===== config.mk =====
export PLATFORM = sky130hd
export DESIGN_NAME = wb_stage_seq_flat
export DESIGN_NICKNAME = d
export VERILOG_FILES = /design/src/rtl/wb_stage_seq_pkg.sv /design/src/rtl/wb_stage_seq_if.sv /design/src/rtl/wb_stage_seq_load_align.sv /design/src/rtl/wb_stage_seq.sv /design/src/flat_wrapper.sv
export SDC_FILE = /design/constraint.sdc
export NUM_CORES = 1
export LEC_CHECK = 0
export ABC_CLOCK_PERIOD_IN_PS = 4100
export CORE_ASPECT_RATIO = 1.5
export CORE_MARGIN = 2
export CORE_UTILIZATION = 52
export CTS_CLUSTER_SIZE = 12
export DETAILED_ROUTE_END_ITERATION = 10
export PLACE_DENSITY_LB_ADDON = 0.3
export SYNTH_ARGS = -nofsm -noshare
export SYNTH_HDL_FRONTEND = slang
export SYNTH_SLANG_ARGS = --single-unit

===== constraint.sdc =====
create_clock -name clk -period 4.1 [get_ports clk]
set_clock_uncertainty 0.05 [all_clocks]
set_input_delay 0.41 -clock clk [delete_from_list [all_inputs] [get_ports clk]]
set_output_delay 0.41 -clock clk [all_outputs]
set_load 0.05 [all_outputs]

===== src/rtl/wb_stage_seq_pkg.sv =====
// Shared types for the writeback stage: source selects, load funct3 codes and FSM states.
package wb_stage_seq_pkg;

    localparam int unsigned XLEN_DEF  = 32;
    localparam int unsigned RF_AW_DEF = 5;

    typedef enum logic [1:0] {
        WB_LOAD = 2'b00,
        WB_ALU  = 2'b01,
        WB_LINK = 2'b10,
        WB_CSR  = 2'b11
    } wb_sel_e;

    typedef enum logic [2:0] {
        LD_LB  = 3'b000,
        LD_LH  = 3'b001,
        LD_LW  = 3'b010,
        LD_LBU = 3'b100,
        LD_LHU = 3'b101
    } ld_type_e;

    typedef enum logic {
        IDLE = 1'b0,
        WAIT = 1'b1
    } wb_state_e;

    // Byte length of the instruction, used for the link address.
    function automatic logic [2:0] inst_len(input logic is_comp);
        return is_comp ? 3'd2 : 3'd4;
    endfunction

endpackage


===== src/rtl/wb_stage_seq_if.sv =====
// Execute-to-writeback bundle: upstream instruction fields, data-memory response, register-file write port.
interface wb_stage_seq_if
    import wb_stage_seq_pkg::*;
#(
    parameter int XLEN  = XLEN_DEF,
    parameter int RF_AW = RF_AW_DEF
);
    logic             flush_i;
    logic             valid_i;
    logic [XLEN-1:0]  PC_i;
    logic             is_comp_i;
    logic [XLEN-1:0]  alu_i;
    logic [XLEN-1:0]  csr_rdata_i;
    logic [RF_AW-1:0] rd_addr_i;
    logic             rf_wen_c;
    logic [1:0]       wb_sel_c;
    logic [2:0]       ld_type_c;
    logic             mem_rvalid_i;
    logic [XLEN-1:0]  mem_rdata_i;
    logic [RF_AW-1:0] rf_waddr_o;
    logic [XLEN-1:0]  rf_wdata_o;
    logic             rf_wen_o;
    logic             stall_o;
    logic             load_fault_o;
    logic             load_misal_o;

    modport master (
        output flush_i, valid_i, PC_i, is_comp_i, alu_i, csr_rdata_i, rd_addr_i,
               rf_wen_c, wb_sel_c, ld_type_c, mem_rvalid_i, mem_rdata_i,
        input  rf_waddr_o, rf_wdata_o, rf_wen_o, stall_o, load_fault_o, load_misal_o
    );

    modport slave (
        input  flush_i, valid_i, PC_i, is_comp_i, alu_i, csr_rdata_i, rd_addr_i,
               rf_wen_c, wb_sel_c, ld_type_c, mem_rvalid_i, mem_rdata_i,
        output rf_waddr_o, rf_wdata_o, rf_wen_o, stall_o, load_fault_o, load_misal_o
    );
endinterface


===== src/rtl/wb_stage_seq_load_align.sv =====
// Load alignment: picks the byte/half addressed by the low address bits and extends it.
module wb_stage_seq_load_align
    import wb_stage_seq_pkg::*;
#(
    parameter int XLEN = XLEN_DEF
) (
    input  logic [XLEN-1:0] rdata_i,
    input  logic [1:0]      off_i,
    input  logic [2:0]      ld_type_i,
    output logic [XLEN-1:0] data_o,
    output logic            misal_o
);
    logic [7:0]  byte_s;
    logic [15:0] half_s;

    // Lane selection and extension; reserved funct3 codes behave as LW.
    always_comb begin
        byte_s  = rdata_i[{off_i, 3'b000} +: 8];
        half_s  = off_i[1] ? rdata_i[31:16] : rdata_i[15:0];
        data_o  = rdata_i;
        misal_o = 1'b0;
        case (ld_type_e'(ld_type_i))
            LD_LB:  data_o = {{(XLEN-8){byte_s[7]}}, byte_s};
            LD_LBU: data_o = {{(XLEN-8){1'b0}}, byte_s};
            LD_LH: begin
                data_o  = {{(XLEN-16){half_s[15]}}, half_s};
                misal_o = off_i[0];
            end
            LD_LHU: begin
                data_o  = {{(XLEN-16){1'b0}}, half_s};
                misal_o = off_i[0];
            end
            default: begin
                data_o  = rdata_i;
                misal_o = (off_i != 2'b00);
            end
        endcase
    end
endmodule


===== src/rtl/wb_stage_seq.sv =====
// Writeback stage: registers the execute result, waits for load data with a bounded timer,
// and drives the register-file write port combinationally from the stage register.
module wb_stage_seq
    import wb_stage_seq_pkg::*;
#(
    parameter int XLEN         = XLEN_DEF,
    parameter int RF_AW        = RF_AW_DEF,
    parameter int LOAD_TIMEOUT = 16
) (
    input  logic          clk,
    input  logic          rst,
    wb_stage_seq_if.slave bus
);
    localparam int TW = $clog2(LOAD_TIMEOUT + 1);
    localparam logic [TW-1:0] TIMEOUT_V = TW'(LOAD_TIMEOUT);
    localparam logic [TW-1:0] TIMER_ONE = TW'(1);

    logic             s_valid_q;
    logic [XLEN-1:0]  s_pc_q;
    logic             s_comp_q;
    logic [XLEN-1:0]  s_alu_q;
    logic [XLEN-1:0]  s_csr_q;
    logic [RF_AW-1:0] s_rd_q;
    logic             s_rfwen_q;
    wb_sel_e          s_sel_q;
    logic [2:0]       s_ldt_q;
    wb_state_e        state_q, state_d;
    logic [TW-1:0]    timer_q, timer_d;

    logic [XLEN-1:0]  ld_data_s;
    logic             ld_misal_s;
    logic             is_load_s;
    logic             load_ok_s;
    logic             stall_s;
    logic             fault_s;
    logic             wr_cond_s;
    logic [XLEN-1:0]  link_s;
    logic [XLEN-1:0]  wdata_s;
    logic [RF_AW-1:0] waddr_s;

    wb_stage_seq_load_align #(.XLEN(XLEN)) u_align (
        .rdata_i   (bus.mem_rdata_i),
        .off_i     (s_alu_q[1:0]),
        .ld_type_i (s_ldt_q),
        .data_o    (ld_data_s),
        .misal_o   (ld_misal_s)
    );

    assign is_load_s = s_valid_q && (s_sel_q == WB_LOAD);
    assign load_ok_s = is_load_s && !ld_misal_s;
    assign link_s    = s_pc_q + {{(XLEN-3){1'b0}}, inst_len(s_comp_q)};

    // Stage register, FSM state and timer; flush empties the stage even while stalled.
    always_ff @(posedge clk) begin
        if (rst) begin
            s_valid_q <= 1'b0;
            s_pc_q    <= {XLEN{1'b0}};
            s_comp_q  <= 1'b0;
            s_alu_q   <= {XLEN{1'b0}};
            s_csr_q   <= {XLEN{1'b0}};
            s_rd_q    <= {RF_AW{1'b0}};
            s_rfwen_q <= 1'b0;
            s_sel_q   <= WB_LOAD;
            s_ldt_q   <= 3'b000;
            state_q   <= IDLE;
            timer_q   <= {TW{1'b0}};
        end else if (bus.flush_i) begin
            s_valid_q <= 1'b0;
            state_q   <= IDLE;
            timer_q   <= {TW{1'b0}};
        end else begin
            state_q <= state_d;
            timer_q <= timer_d;
            if (!stall_s) begin
                s_valid_q <= bus.valid_i;
                s_pc_q    <= bus.PC_i;
                s_comp_q  <= bus.is_comp_i;
                s_alu_q   <= bus.alu_i;
                s_csr_q   <= bus.csr_rdata_i;
                s_rd_q    <= bus.rd_addr_i;
                s_rfwen_q <= bus.rf_wen_c;
                s_sel_q   <= wb_sel_e'(bus.wb_sel_c);
                s_ldt_q   <= bus.ld_type_c;
            end
        end
    end

    // Load-wait FSM: stall is raised in the first cycle a load lacks data so upstream holds immediately.
    always_comb begin
        state_d = state_q;
        timer_d = timer_q;
        stall_s = 1'b0;
        fault_s = 1'b0;
        case (state_q)
            IDLE: begin
                if (load_ok_s && !bus.mem_rvalid_i) begin
                    stall_s = 1'b1;
                    state_d = WAIT;
                    timer_d = TIMER_ONE;
                end else begin
                    state_d = IDLE;
                    timer_d = {TW{1'b0}};
                end
            end
            WAIT: begin
                if (bus.mem_rvalid_i) begin
                    state_d = IDLE;
                    timer_d = {TW{1'b0}};
                end else if (timer_q == TIMEOUT_V) begin
                    fault_s = 1'b1;
                    state_d = IDLE;
                    timer_d = {TW{1'b0}};
                end else begin
                    stall_s = 1'b1;
                    timer_d = timer_q + TIMER_ONE;
                end
            end
            default: begin
                state_d = IDLE;
                timer_d = {TW{1'b0}};
            end
        endcase
    end

    // Write-source mux; an empty stage presents an all-zero write port.
    always_comb begin
        waddr_s   = {RF_AW{1'b0}};
        wdata_s   = {XLEN{1'b0}};
        wr_cond_s = 1'b0;
        if (s_valid_q) begin
            waddr_s = s_rd_q;
            case (s_sel_q)
                WB_ALU: begin
                    wdata_s   = s_alu_q;
                    wr_cond_s = 1'b1;
                end
                WB_CSR: begin
                    wdata_s   = s_csr_q;
                    wr_cond_s = 1'b1;
                end
                WB_LINK: begin
                    wdata_s   = link_s;
                    wr_cond_s = 1'b1;
                end
                WB_LOAD: begin
                    wdata_s   = ld_data_s;
                    wr_cond_s = load_ok_s && bus.mem_rvalid_i;
                end
                default: begin
                    wdata_s   = s_alu_q;
                    wr_cond_s = 1'b0;
                end
            endcase
        end else begin
            waddr_s   = {RF_AW{1'b0}};
            wdata_s   = {XLEN{1'b0}};
            wr_cond_s = 1'b0;
        end
    end

    assign bus.rf_waddr_o   = waddr_s;
    assign bus.rf_wdata_o   = wdata_s;
    assign bus.rf_wen_o     = s_valid_q && s_rfwen_q && (s_rd_q != {RF_AW{1'b0}}) && wr_cond_s;
    assign bus.stall_o      = stall_s;
    assign bus.load_fault_o = fault_s;
    assign bus.load_misal_o = is_load_s && ld_misal_s;

endmodule


===== src/flat_wrapper.sv =====
// flat-port wrapper written by rule: the top's interface ports become plain ports
module wb_stage_seq_flat import wb_stage_seq_pkg::*;
#(
    parameter int XLEN         = XLEN_DEF,
    parameter int RF_AW        = RF_AW_DEF,
    parameter int LOAD_TIMEOUT = 16
)
  (clk, rst, bus_flush_i, bus_valid_i, bus_PC_i, bus_is_comp_i, bus_alu_i, bus_csr_rdata_i, bus_rd_addr_i, bus_rf_wen_c, bus_wb_sel_c, bus_ld_type_c, bus_mem_rvalid_i, bus_mem_rdata_i, bus_rf_waddr_o, bus_rf_wdata_o, bus_rf_wen_o, bus_stall_o, bus_load_fault_o, bus_load_misal_o);
  wb_stage_seq_if #(.XLEN(XLEN), .RF_AW(RF_AW)) bus_i ();
  input  logic clk;
  input  logic rst;
  input wire logic [$bits(bus_i.flush_i)-1:0] bus_flush_i;
  input wire logic [$bits(bus_i.valid_i)-1:0] bus_valid_i;
  input wire logic [$bits(bus_i.PC_i)-1:0] bus_PC_i;
  input wire logic [$bits(bus_i.is_comp_i)-1:0] bus_is_comp_i;
  input wire logic [$bits(bus_i.alu_i)-1:0] bus_alu_i;
  input wire logic [$bits(bus_i.csr_rdata_i)-1:0] bus_csr_rdata_i;
  input wire logic [$bits(bus_i.rd_addr_i)-1:0] bus_rd_addr_i;
  input wire logic [$bits(bus_i.rf_wen_c)-1:0] bus_rf_wen_c;
  input wire logic [$bits(bus_i.wb_sel_c)-1:0] bus_wb_sel_c;
  input wire logic [$bits(bus_i.ld_type_c)-1:0] bus_ld_type_c;
  input wire logic [$bits(bus_i.mem_rvalid_i)-1:0] bus_mem_rvalid_i;
  input wire logic [$bits(bus_i.mem_rdata_i)-1:0] bus_mem_rdata_i;
  output wire logic [$bits(bus_i.rf_waddr_o)-1:0] bus_rf_waddr_o;
  output wire logic [$bits(bus_i.rf_wdata_o)-1:0] bus_rf_wdata_o;
  output wire logic [$bits(bus_i.rf_wen_o)-1:0] bus_rf_wen_o;
  output wire logic [$bits(bus_i.stall_o)-1:0] bus_stall_o;
  output wire logic [$bits(bus_i.load_fault_o)-1:0] bus_load_fault_o;
  output wire logic [$bits(bus_i.load_misal_o)-1:0] bus_load_misal_o;
  assign bus_i.flush_i = bus_flush_i;
  assign bus_i.valid_i = bus_valid_i;
  assign bus_i.PC_i = bus_PC_i;
  assign bus_i.is_comp_i = bus_is_comp_i;
  assign bus_i.alu_i = bus_alu_i;
  assign bus_i.csr_rdata_i = bus_csr_rdata_i;
  assign bus_i.rd_addr_i = bus_rd_addr_i;
  assign bus_i.rf_wen_c = bus_rf_wen_c;
  assign bus_i.wb_sel_c = bus_wb_sel_c;
  assign bus_i.ld_type_c = bus_ld_type_c;
  assign bus_i.mem_rvalid_i = bus_mem_rvalid_i;
  assign bus_i.mem_rdata_i = bus_mem_rdata_i;
  assign bus_rf_waddr_o = bus_i.rf_waddr_o;
  assign bus_rf_wdata_o = bus_i.rf_wdata_o;
  assign bus_rf_wen_o = bus_i.rf_wen_o;
  assign bus_stall_o = bus_i.stall_o;
  assign bus_load_fault_o = bus_i.load_fault_o;
  assign bus_load_misal_o = bus_i.load_misal_o;
  wb_stage_seq #(.XLEN(XLEN), .RF_AW(RF_AW), .LOAD_TIMEOUT(LOAD_TIMEOUT)) u_core (.clk(clk), .rst(rst), .bus(bus_i));
endmodule

# Word level (Yosys, flattened, before mapping)

Index checks and enable logic that the tools add are counted.

Add/sub/neg operators: 2
Equal/unequal tests: 7
Shifts and indexed selects: 1
Multiplexer cells: 20
Bitwise operators: 3
Reduce and logical (&&, ||, !) cells: 19

Operator list:

| cell                                                                   | number |
|---|---|
| 32-bit one-hot mux with 4 select lines                                 | 2 |
| 32-bit by 3-bit adder with 32-bit output                               | 1 |
| 32-bit 2-to-1 mux                                                      | 1 |
| 32-bit by 6-bit variable part select with 8-bit output                 | 1 |
| 16-bit 2-to-1 mux                                                      | 1 |
| 5-bit 2-to-1 mux                                                       | 3 |
| 5-bit one-hot mux with 2 select lines                                  | 1 |
| 1-bit logical AND                                                      | 8 |
| 1-bit 2-to-1 mux                                                       | 8 |
| 3-bit equality test (second input constant)                            | 2 |
| 1-bit one-hot mux with 2 select lines                                  | 3 |
| 2-bit OR reduction                                                     | 3 |
| 5-bit by 1-bit adder with 5-bit output (second input constant)         | 1 |
| 5-bit equality test (second input constant)                            | 1 |
| 5-bit nonzero test                                                     | 1 |
| 2-bit equality test (second input constant)                            | 2 |
| 3-bit by 1-bit equality test with 1-bit output (second input constant) | 1 |
| 3-bit zero test                                                        | 1 |
| 3-bit 2-to-1 mux                                                       | 1 |
| 1-bit NOT                                                              | 3 |
| 3-bit OR reduction                                                     | 1 |
| 2-bit by 1-bit equality test with 1-bit output (second input constant) | 1 |
| 1-bit zero test                                                        | 2 |
| 2-bit zero test                                                        | 1 |
| other kinds (2)                                                        | 2 |

Bits in registers: 115
Input bits: 145
Output and inout port bits: 41
Logic and storage cells: 63

# Longest topological paths before layout

Gate-level depths: netlist of the first run.

Word-level depth: 10
Gate-level depth with buffers: 10
Depth with buffers taken out: 8

# By module

A second synthesis of the first run with hierarchy kept.

Cell total of the unflattened synthesis: 874
Area total of the unflattened synthesis: 6,506.2 um^2

By module, submodules not included:

| module                  | times used | cells an instance | area each (um^2) | sequential area each (um^2) |
|---|---|---|---|---|
| wb_stage_seq            | 1          | 751               | 5,753.0          | 2,302.2 |
| wb_stage_seq_load_align | 1          | 123               | 753.2            | 0.0 |

# Least setup slack after synthesis of the first run

No wires, ideal clock.

Kind: register -> output
From: reg u_core.s_comp_q
To: out bus_rf_wdata_o[31]
Data arrival time: 2.956 ns
Setup slack: 0.684 ns
Cell stages (with the launch flop): 9
Cell sequence: dfxtp_1 ha_1 inv_1 fa_1 and4b_1 nand3_2 nor4_1 xnor2_1 o21ai_0

Cells in the longest elaborated chain, start to end: 4

Ends and longest elaborated chain:

| element                                  | RTL line               | RTL |
|---|---|---|
| start, declared                          | wb_stage_seq.sv:20     | `logic s_comp_q;` |
| start signal, assigned                   | wb_stage_seq.sv:77     | `s_comp_q <= bus.is_comp_i;` |
| 3-bit 2-to-1 mux                         | wb_stage_seq_pkg.sv:29 | `return is_comp ? 3'd2 : 3'd4;` |
| 32-bit by 3-bit adder with 32-bit output | wb_stage_seq.sv:51     | `assign link_s = s_pc_q + {{(XLEN-3){1'b0}}, inst_len(s_comp_q)};` |
| 32-bit one-hot mux with 4 select lines   | wb_stage_seq.sv:132    | `case (s_sel_q)` |
| 32-bit 2-to-1 mux                        | wb_stage_seq.sv:130    | `if (s_valid_q) begin` |
| end, declared                            | flat_wrapper.sv:25     | `output wire logic [$bits(bus_i.rf_wdata_o)-1:0] bus_rf_wdata_o;` |

No other way between the ends.

# Final worst setup path of the first run

From: reg u_core.s_comp_q
To: out bus_rf_wdata_o[27]

The elaborated chain is that of the path after synthesis.

==> reports/qor.yml, run 1 <==
min_path_cells: 2
routed_wl_mm: 23.2
clkTransAtPathRegs_ps: 60
fin_crit_ps: 3670
worst-path-buf-inv: 2
via_per_inst: 5.99
ctsHtreeMaxLevel: 4
ioPinCount: 186
routed-via-count: 7072
place_congestion: 0.973
worstSetupPathType: "flop to output pin"
critical_path_required_ps: 3640
grt_remaining_overflow: 0
cpLargestDelayFamily: "simple AND/OR/NAND/NOR gates"
grt_start_max_net_pins: 113
synth.yosys.seq_area_share: 0.360
cts_tree: "done"
post-dp-hpwl_mm: 16.5
floorplan.die_area_um2: 13200
finalSetupViolations: 0
max_freq_ghz: 0.272
outcome: "finished, final reports clean"
detail_route.first_pass.iterations: 5
cp_max_stage_cell: "sky130_fd_sc_hd__fa_1"
worst_r2r_path_depth: 6
route.detailed.drc: 0
slew_headroom: 0.259
grt_setup_unrepaired: "false"
ctsLongestPathBuffers: 2
ant_nets: 0
hold_path_class: "flop to flop"
timing_hold_violations_final: 0
most_common_flop_cell_mapped_by_yosys: "sky130_fd_sc_hd__dfxtp_1"
nets: 1165
synth_async_sr_flop_share: 0
worstReg2RegStart: "u_core.s_sel_q[0]"
core_area_um2: 12000
synth_cell_type_count: 67
postCtsHoldBufs: 0
timing.critical_path.to_type: "output pin"
via_count_of_the_first_global_routing_pass: 6931
r2r_setup_slack_ps: 1360
setup_ws_post_layout_ps: 426
final.period_utilization: 0.896
cpPeakStageDelay_ps: 430
synth_area_um2: 6390
tritoncts.num_buffers: 17
cap_violations: 0
critical_path_cell_list: "ha_1 -> inv_1 -> fa_1 -> and4b_1 -> nand3_2 -> nor2_1 -> mux2i_1 -> o221a_2 -> dlymetal6s2s_1"
cts.sinks: 115
worst-slew-pin-transition_ps: 1110
ys_warn_count: 0
die_height_um: 140
avgSynthCellArea_um2: 7.43
worst_r2r_dst: "u_core.s_pc_q[1]"
antenna_found_initial: 0
synth_edf_count: 0
report.final.slew_viol_count: 0
buffer_ports.inserted: 185
grt_first_pass_wirelength_mm: 35.5
crit_path_start_kind: "flop"
die_w_um: 94.5
hold_wc_startpoint: "u_core.s_csr_q[26]"
pre_cts_slack_ps: 510
layout_overhead_on_the_synthesized_area_pct: 37.7
worstSkewPairLatency_ps: 420
grtUsageTotal: 0.350
syn-num-nets: 1010
avgRoutedWirePerCell_um: 19.6
initial_core_util: 0.532
cts_root_buf: "sky130_fd_sc_hd__clkbuf_16"
worstHoldEndpoint: "u_core.s_csr_q[26]"
crit_arrival_ps: 3210
detail_route.iter0.violations: 589
rows: 49
synthesis.instances: 860
power_per_cell_area_nw_per_um2: 379
power.leakage_uw: 0.00327
peak_supply_drop_v: 0.000277
tns_ps: 0
utilization: 0.732
synth-seq-cells: 115
worst-path-max-fanout: 8
insertedDiodeCount: 0
final_layout_size_suffix_gt1_frac: 0.0895
==> repair_timing <==
action,in CTS,in global routing
setup endpoints to repair,0,2
resized for setup,0,2
setup buffers,0,0
==> per-layer routing <==
layer | wire (um) | share of wire | track usage
met5 | 0 | 0 | 0
met1 | 8660 | 0.37 | 0.401
met3 | 1800 | 0.078 | 0.0747
met4 | 1320 | 0.057 | 0.195
met2 | 11400 | 0.49 | 0.594
==> synth_stat cells, types with 8 or more instances <==
cell	instances	area, um2
sky130_fd_sc_hd__xnor2_1	16	140
sky130_fd_sc_hd__xor2_1	11	96.3
sky130_fd_sc_hd__nor3_1	8	40.0
sky130_fd_sc_hd__o21ai_0	32	160
sky130_fd_sc_hd__a21oi_1	139	696
sky130_fd_sc_hd__nor2_1	24	90.1
sky130_fd_sc_hd__nand3_1	14	70.1
sky130_fd_sc_hd__o221ai_1	25	219
sky130_fd_sc_hd__nand4_1	8	50.1
sky130_fd_sc_hd__nand2_1	249	935
sky130_fd_sc_hd__dfxtp_1	115	2300
sky130_fd_sc_hd__buf_2	26	130
sky130_fd_sc_hd__clkbuf_1	26	97.6
sky130_fd_sc_hd__mux2i_1	20	200
sky130_fd_sc_hd__inv_1	12	45.0
sky130_fd_sc_hd__and2_1	9	56.3
==> sequential cells by signal, indices dropped and copies added, names as in the netlist <==
name              cells
u_core.s_rd_q         5
u_core.s_ldt_q        3
u_core.s_csr_q       32
u_core.timer_q        5
u_core.state_q        1
u_core.s_alu_q       32
u_core.s_comp_q       1
u_core.s_pc_q        32
u_core.s_valid_q      1
u_core.s_sel_q        2
u_core.s_rfwen_q      1
==> report_power, final <==
part | internal [uW] | switching, uW
Sequential | 1180 | 68.5
Combinational | 271 | 319
Clock | 917 | 575
==> worst max path at each step <==
stage                    start            endpoint  slack (ps)  cells after the start
2_1_floorplan  u_core.s_comp_q  bus_rf_wdata_o[31]         680                      8
3_3_place_gp   u_core.s_comp_q  bus_rf_wdata_o[27]         610                      9
3_5_place_dp   u_core.s_comp_q  bus_rf_wdata_o[27]         510                      9
4_1_cts        u_core.s_comp_q  bus_rf_wdata_o[27]          70                      9
5_1_grt        u_core.s_comp_q  bus_rf_wdata_o[27]         280                      9
6_report       u_core.s_comp_q  bus_rf_wdata_o[27]         430                      9
==> final cells by class <==
type / instances / area [um2]
repair buffers: 198 / 1920
clock inverters: 14 / 153
inverters: 14 / 52.6
flip-flops and latches: 115 / 2300
clock buffers: 18 / 439
fillers: 994 / 3220
multi-input cells: 669 / 3740
well taps: 153 / 191
==> cell usage in the layout, fill, tap and decap left out, types with 5 or more instances in the layout <==
cell type,instances
sky130_fd_sc_hd__mux2i_1,20
sky130_fd_sc_hd__nor3_1,8
sky130_fd_sc_hd__xor2_1,11
sky130_fd_sc_hd__o211ai_1,6
sky130_fd_sc_hd__and4_1,6
sky130_fd_sc_hd__inv_1,12
sky130_fd_sc_hd__and3_1,7
sky130_fd_sc_hd__nand4_1,8
sky130_fd_sc_hd__o221ai_1,25
sky130_fd_sc_hd__o21ai_0,32
sky130_fd_sc_hd__nor2b_1,5
sky130_fd_sc_hd__o22ai_1,7
sky130_fd_sc_hd__a31oi_1,7
sky130_fd_sc_hd__nand3b_1,5
sky130_fd_sc_hd__nor4_1,6
sky130_fd_sc_hd__clkdlybuf4s50_1,155
sky130_fd_sc_hd__clkbuf_16,17
sky130_fd_sc_hd__nand2_1,249
sky130_fd_sc_hd__nand3_1,14
sky130_fd_sc_hd__buf_4,38
sky130_fd_sc_hd__nor2_1,24
sky130_fd_sc_hd__a21oi_1,139
sky130_fd_sc_hd__xnor2_1,16
sky130_fd_sc_hd__dfxtp_1,115
sky130_fd_sc_hd__and2_1,9
==> per-stage QoR <==
step                power [uW]  cells  hold slack [ps]  instance area, um2
finish                    3330   1181              407                8800
global placement          1840   1149              389                8200
detailed placement        1850   1149              396                8200
floorplan                 1580    860              381                6390
CTS                       3320   1181              406                8790
global route              3440   1181              423                8800
==> tightest hold or removal path: stages, from the launching register on <==
cell	delay, ps
sky130_fd_sc_hd__dfxtp_1	310
sky130_fd_sc_hd__nand2_1	50
sky130_fd_sc_hd__a21oi_1	50
==> cell families (layout without fill, tap and decap cells) <==
family          Yosys count  count (layout)  share of synthesized area
compound gates          250             250                      0.239
xor+xnor                 27              27                     0.0370
fa+ha+maj                 5               5                     0.0110
buf+inv                  76             244                     0.0574
flops                   115             115                      0.360
mux                      24              24                     0.0407
simple gates            363             363                      0.255
Power figures use the tool's default switching activity.
==> run 2: changes to the inputs <==
--- a/constraint.sdc
+++ b/constraint.sdc
@@ -4,2 +4,2 @@
 set_output_delay 0.41 -clock clk [all_outputs]
-set_load 0.05 [all_outputs]
+set_load 0.01 [all_outputs]
==> reports/qor.yml, run 2 (same netlist as run 1, synthesis figures left out) <==
outcome: "finished, final reports clean"
cpLargestDelayFamily: "simple AND/OR/NAND/NOR gates"
layout.cells.most_common: "sky130_fd_sc_hd__nand2_1"
grt_remaining_overflow: 0
cts_tree: "done"
tns_ps: 0
floorplan.die_area_um2: 13200
layout_overhead_on_the_synthesized_area_pct: 38.3
via_per_inst: 5.98
cp_max_stage_cell: "sky130_fd_sc_hd__clkdlybuf4s50_1"
postCtsSetupBuffers: 0
rows: 49
largest_registers: "u_core.s_alu_q x32, u_core.s_csr_q x32, u_core.s_pc_q x32"
post-dp-hpwl_mm: 16.4
worst-path-buf-inv: 2
timing_hold_violations_final: 0
power.leakage_uw: 0.00316
clkTransAtPathRegs_ps: 60
report.final.slew_viol_count: 0
hold_path_class: "flop to flop"
ctsLongestPathBuffers: 2
ant_nets: 0
max_freq_ghz: 0.261
timing.critical_path.to_type: "output pin"
post-place-cells: 1149
slew_headroom: 0.244
tritoncts.num_buffers: 17
final_cell_mix: "sky130_fd_sc_hd__nand2_1 (249), sky130_fd_sc_hd__clkdlybuf4s50_1 (184), sky130_fd_sc_hd__a21oi_1 (139), sky130_fd_sc_hd__dfxtp_1 (115), sky130_fd_sc_hd__o21ai_0 (32)"
core_area_um2: 12000
detail_route.iter0.violations: 482
final_layout_size_suffix_gt1_frac: 0.0613
grtUsageTotal: 0.346
initial_core_util: 0.532
crit_path_start_kind: "flop"
crit_arrival_ps: 3370
nets: 1165
critical_path_required_ps: 3640
worst-path-max-fanout: 8
finalHoldWorstSlack_ps: 405
cts_resized: 0
die_height_um: 140
ioPinCount: 186
filler_cell_count: 977
grt_start_max_net_pins: 113
cap_violations: 0
worstSetupPathType: "flop to output pin"
avgRoutedWirePerCell_um: 19.2
routed_wl_mm: 22.7
cts.sinks: 115
cpPeakStageDelay_ps: 590
utilization: 0.735
grt_first_pass_wirelength_mm: 35.2
via_count_of_the_first_global_routing_pass: 6954
worst-slew-pin-transition_ps: 1130
worstSkewPairLatency_ps: 410
cts_root_buf: "sky130_fd_sc_hd__clkbuf_16"
route.detailed.drc: 0
critical_path_cell_list: "ha_1 -> inv_1 -> fa_1 -> and4b_1 -> nand3_2 -> nor4_1 -> xnor2_1 -> o21ai_0 -> clkdlybuf4s50_1"
final.period_utilization: 0.935
insertedDiodeCount: 0
fin_crit_ps: 3830
grt_setup_unrepaired: "false"
total_power_uw: 3250
final_std_cells_w_o_fill: 1181
finalSetupViolations: 0
die_w_um: 94.5
power_per_cell_area_nw_per_um2: 368
place_congestion: 0.973
postCtsHoldBufs: 0
detail_route.first_pass.iterations: 7
antenna_found_initial: 0
peak_supply_drop_v: 0.000285
routed-via-count: 7063
ctsHtreeMaxLevel: 4
buffer_ports.inserted: 185
[run 2: cell count changes in the layout (fill, tap and decap cells not counted), sizes merged]
| cell | delta |
|---|---|
| clkbuf | +2 |
| buf | -27 |
| inv | -2 |
| clkinv | -3 |
| clkdlybuf4s50 | +29 |
| dlymetal6s2s | -2 |
| clkinvlp | +3 |
[run 2: final timing paths]
kind	start	end	slack, ps	cells past startpoint
max	u_core.s_comp_q	bus_rf_wdata_o[31]	270	9
min	u_core.s_csr_q[26]	u_core.s_csr_q[26]	400	2
max reg2reg	u_core.s_ldt_q[1]	u_core.s_pc_q[4]	1200	7
min reg2reg	u_core.s_csr_q[26]	u_core.s_csr_q[26]	400	2
[run 2: layout make-up]
type	count	area (um2)	share of cell area
multi-input cells	669	3740	0.423
flip-flops and latches	115	2300	0.261
repair buffers	198	1970	0.223
clock buffers	20	447	0.0506
well taps	153	191	0.0217
clock inverters	12	131	0.0149
inverters	14	52.6	0.00595
[run 2: power breakdown]
part	switching (uW)	internal [uW]
clock network	545	910
registers	70.7	1180
logic	271	273
[run 2: tightest hold or removal path: cells and delay by family (launching register included)]
kind | cells | cell delay [ps]
and+or+nand+nor | 1 | 50
DFF | 1 | 310
AOI/OAI and AO/OA | 1 | 50
[run 2: metrics by stage]
| step | setup WS (ps) | area, um2 |
|---|---|---|
| floorplan | 1460 | 6390 |
| global placement | 785 | 8250 |
| detailed placement | 728 | 8250 |
| CTS | 279 | 8830 |
| global route | 58.5 | 8830 |
| finish | 265 | 8830 |
[run 2: per-layer routing]
| layer | wire length (um) | part of all wire | up-vias | GRT usage |
|---|---|---|---|---|
| met3 | 1720 | 0.076 | 95 | 0.0726 |
| met4 | 1300 | 0.057 | 0 | 0.191 |
| met5 | 0 | 0 | - | 0 |
| li1 | - | - | 3334 | - |
| met1 | 8440 | 0.37 | 3243 | 0.392 |
| met2 | 11200 | 0.50 | 391 | 0.595 |
==> run 3: changes to the inputs <==
ABC_CLOCK_PERIOD_IN_PS = not set   (was 4100)
CORE_UTILIZATION = 40   (was 52)
==> reports/qor.yml, run 3 (same netlist as run 1, synthesis figures left out) <==
ioPinCount: 186
max_freq_ghz: 0.264
tritoncts.num_buffers: 17
power.leakage_uw: 0.00321
via_per_inst: 5.67
critical_path_required_ps: 3640
ctsHtreeMaxLevel: 4
routed_wl_mm: 23.7
cts.sinks: 115
antenna_found_initial: 0
worst-slew-pin-transition_ps: 1150
layout_overhead_on_the_synthesized_area_pct: 40.9
clkTransAtPathRegs_ps: 50
routed-via-count: 6968
detail_route.iter0.violations: 510
final.period_utilization: 0.925
floorplan.die_area_um2: 17000
initial_core_util: 0.409
die_w_um: 107
timing_hold_violations_final: 0
report.final.slew_viol_count: 0
via_count_of_the_first_global_routing_pass: 6944
slew_headroom: 0.235
r2r_setup_slack_ps: 1180
cts_root_buf: "sky130_fd_sc_hd__clkbuf_16"
worst-path-max-fanout: 8
final_cell_mix: "sky130_fd_sc_hd__nand2_1 (249), sky130_fd_sc_hd__clkdlybuf4s50_1 (184), sky130_fd_sc_hd__a21oi_1 (139), sky130_fd_sc_hd__dfxtp_1 (115), sky130_fd_sc_hd__o21ai_0 (32)"
detail_route.first_pass.iterations: 6
peak_supply_drop_v: 0.000210
crit_path_start_kind: "flop"
hold_path_class: "flop to flop"
route.detailed.drc: 0
grt_first_pass_wirelength_mm: 36.4
postCtsSetupBuffers: 0
post-dp-hpwl_mm: 17.5
ant_nets: 0
power_per_cell_area_nw_per_um2: 390
postCtsHoldBufs: 0
tns_ps: 0
outcome: "finished, final reports clean"
fin_crit_ps: 3790
nets: 1166
insertedDiodeCount: 0
final_layout_size_suffix_gt1_frac: 0.0623
cap_violations: 0
rows: 56
grt_remaining_overflow: 0
worstReg2RegStart: "u_core.s_valid_q"
min_path_cells: 2
core_area_um2: 15600
die_height_um: 159
largest_registers: "u_core.s_alu_q x32, u_core.s_csr_q x32, u_core.s_pc_q x32"
avgRoutedWirePerCell_um: 19.2
grtUsageTotal: 0.276
place_congestion: 0.949
final_cell_area_um2: 9000
placement.cell_area_um2: 8320
hold_wc_startpoint: "u_core.s_csr_q[31]"
grt_start_max_net_pins: 113
worst_r2r_dst: "u_core.s_alu_q[28]"
cts_resized: 0
crit_arrival_ps: 3330
post-place-cells: 1200
ctsLongestPathBuffers: 2
utilization: 0.576
final_std_cells_w_o_fill: 1230
worstSkewPairLatency_ps: 410
filler_cell_count: 1470
grt_setup_unrepaired: "false"
worst_r2r_path_depth: 6
buffer_ports.inserted: 185
cts_tree: "done"
layout.cells.most_common: "sky130_fd_sc_hd__nand2_1"
worstHoldEndpoint: "u_core.s_csr_q[31]"
finalSetupViolations: 0
worstSetupPathType: "flop to output pin"
timing.critical_path.to_type: "output pin"
[run 3: cell type report]
cell class                 instances  area, um2  share of cell area
multi-input combinational        669       3740               0.416
inverter                          14       52.6             0.00584
sequential                       115       2300               0.256
clock buffer                      21        470              0.0523
clock inverter                     9        201              0.0224
tap                              203        254              0.0282
timing repair buffer             199       1980               0.220
[run 3: worst max path at each step]
stage | end | cells after the start | from
after global placement | bus_rf_wdata_o[31] | 9 | u_core.s_comp_q
after global routing | bus_rf_wdata_o[29] | 9 | u_core.s_comp_q
after CTS | bus_rf_wdata_o[31] | 9 | u_core.s_comp_q
after floorplan | bus_rf_wdata_o[9] | 8 | u_core.s_comp_q
after detailed placement | bus_rf_wdata_o[31] | 9 | u_core.s_comp_q
final | bus_rf_wdata_o[29] | 9 | u_core.s_comp_q
[run 3: stage by stage]
step | power, uW | hold slack (ps) | setup slack [ps]
3_5_place_dp | 1810 | 397 | 696
6_report | 3510 | 408 | 308
2_1_floorplan | 1530 | 381 | 1460
5_1_grt | 3630 | 429 | 36.8
3_3_place_gp | 1810 | 392 | 749
4_1_cts | 3510 | 405 | 248
[run 3: critical path: stages (launching register included)]
cell and delay [ps]:
sky130_fd_sc_hd__dfxtp_1 390, sky130_fd_sc_hd__ha_1 220, sky130_fd_sc_hd__inv_1 70, sky130_fd_sc_hd__fa_1 410
sky130_fd_sc_hd__and4b_1 360, sky130_fd_sc_hd__nand3_2 210, sky130_fd_sc_hd__nor4_1 290, sky130_fd_sc_hd__xnor2_1 110
sky130_fd_sc_hd__o221ai_1 260, sky130_fd_sc_hd__clkdlybuf4s50_1 600
[run 3: per-layer routing]
layer / track usage / wire, um
met5: 0 / 0
met4: 0.142 / 1180
met3: 0.0632 / 1920
met2: 0.465 / 11600
met1: 0.321 / 8930
[run 3: where the power goes]
group	leakage [uW]	total, uW	internal (uW)	switching (uW)
logic	0.00194	542	274	267
registers	0.000946	1260	1180	76.6
clock network	0.000325	1710	1180	525
total	0.00321	3510	2640	869
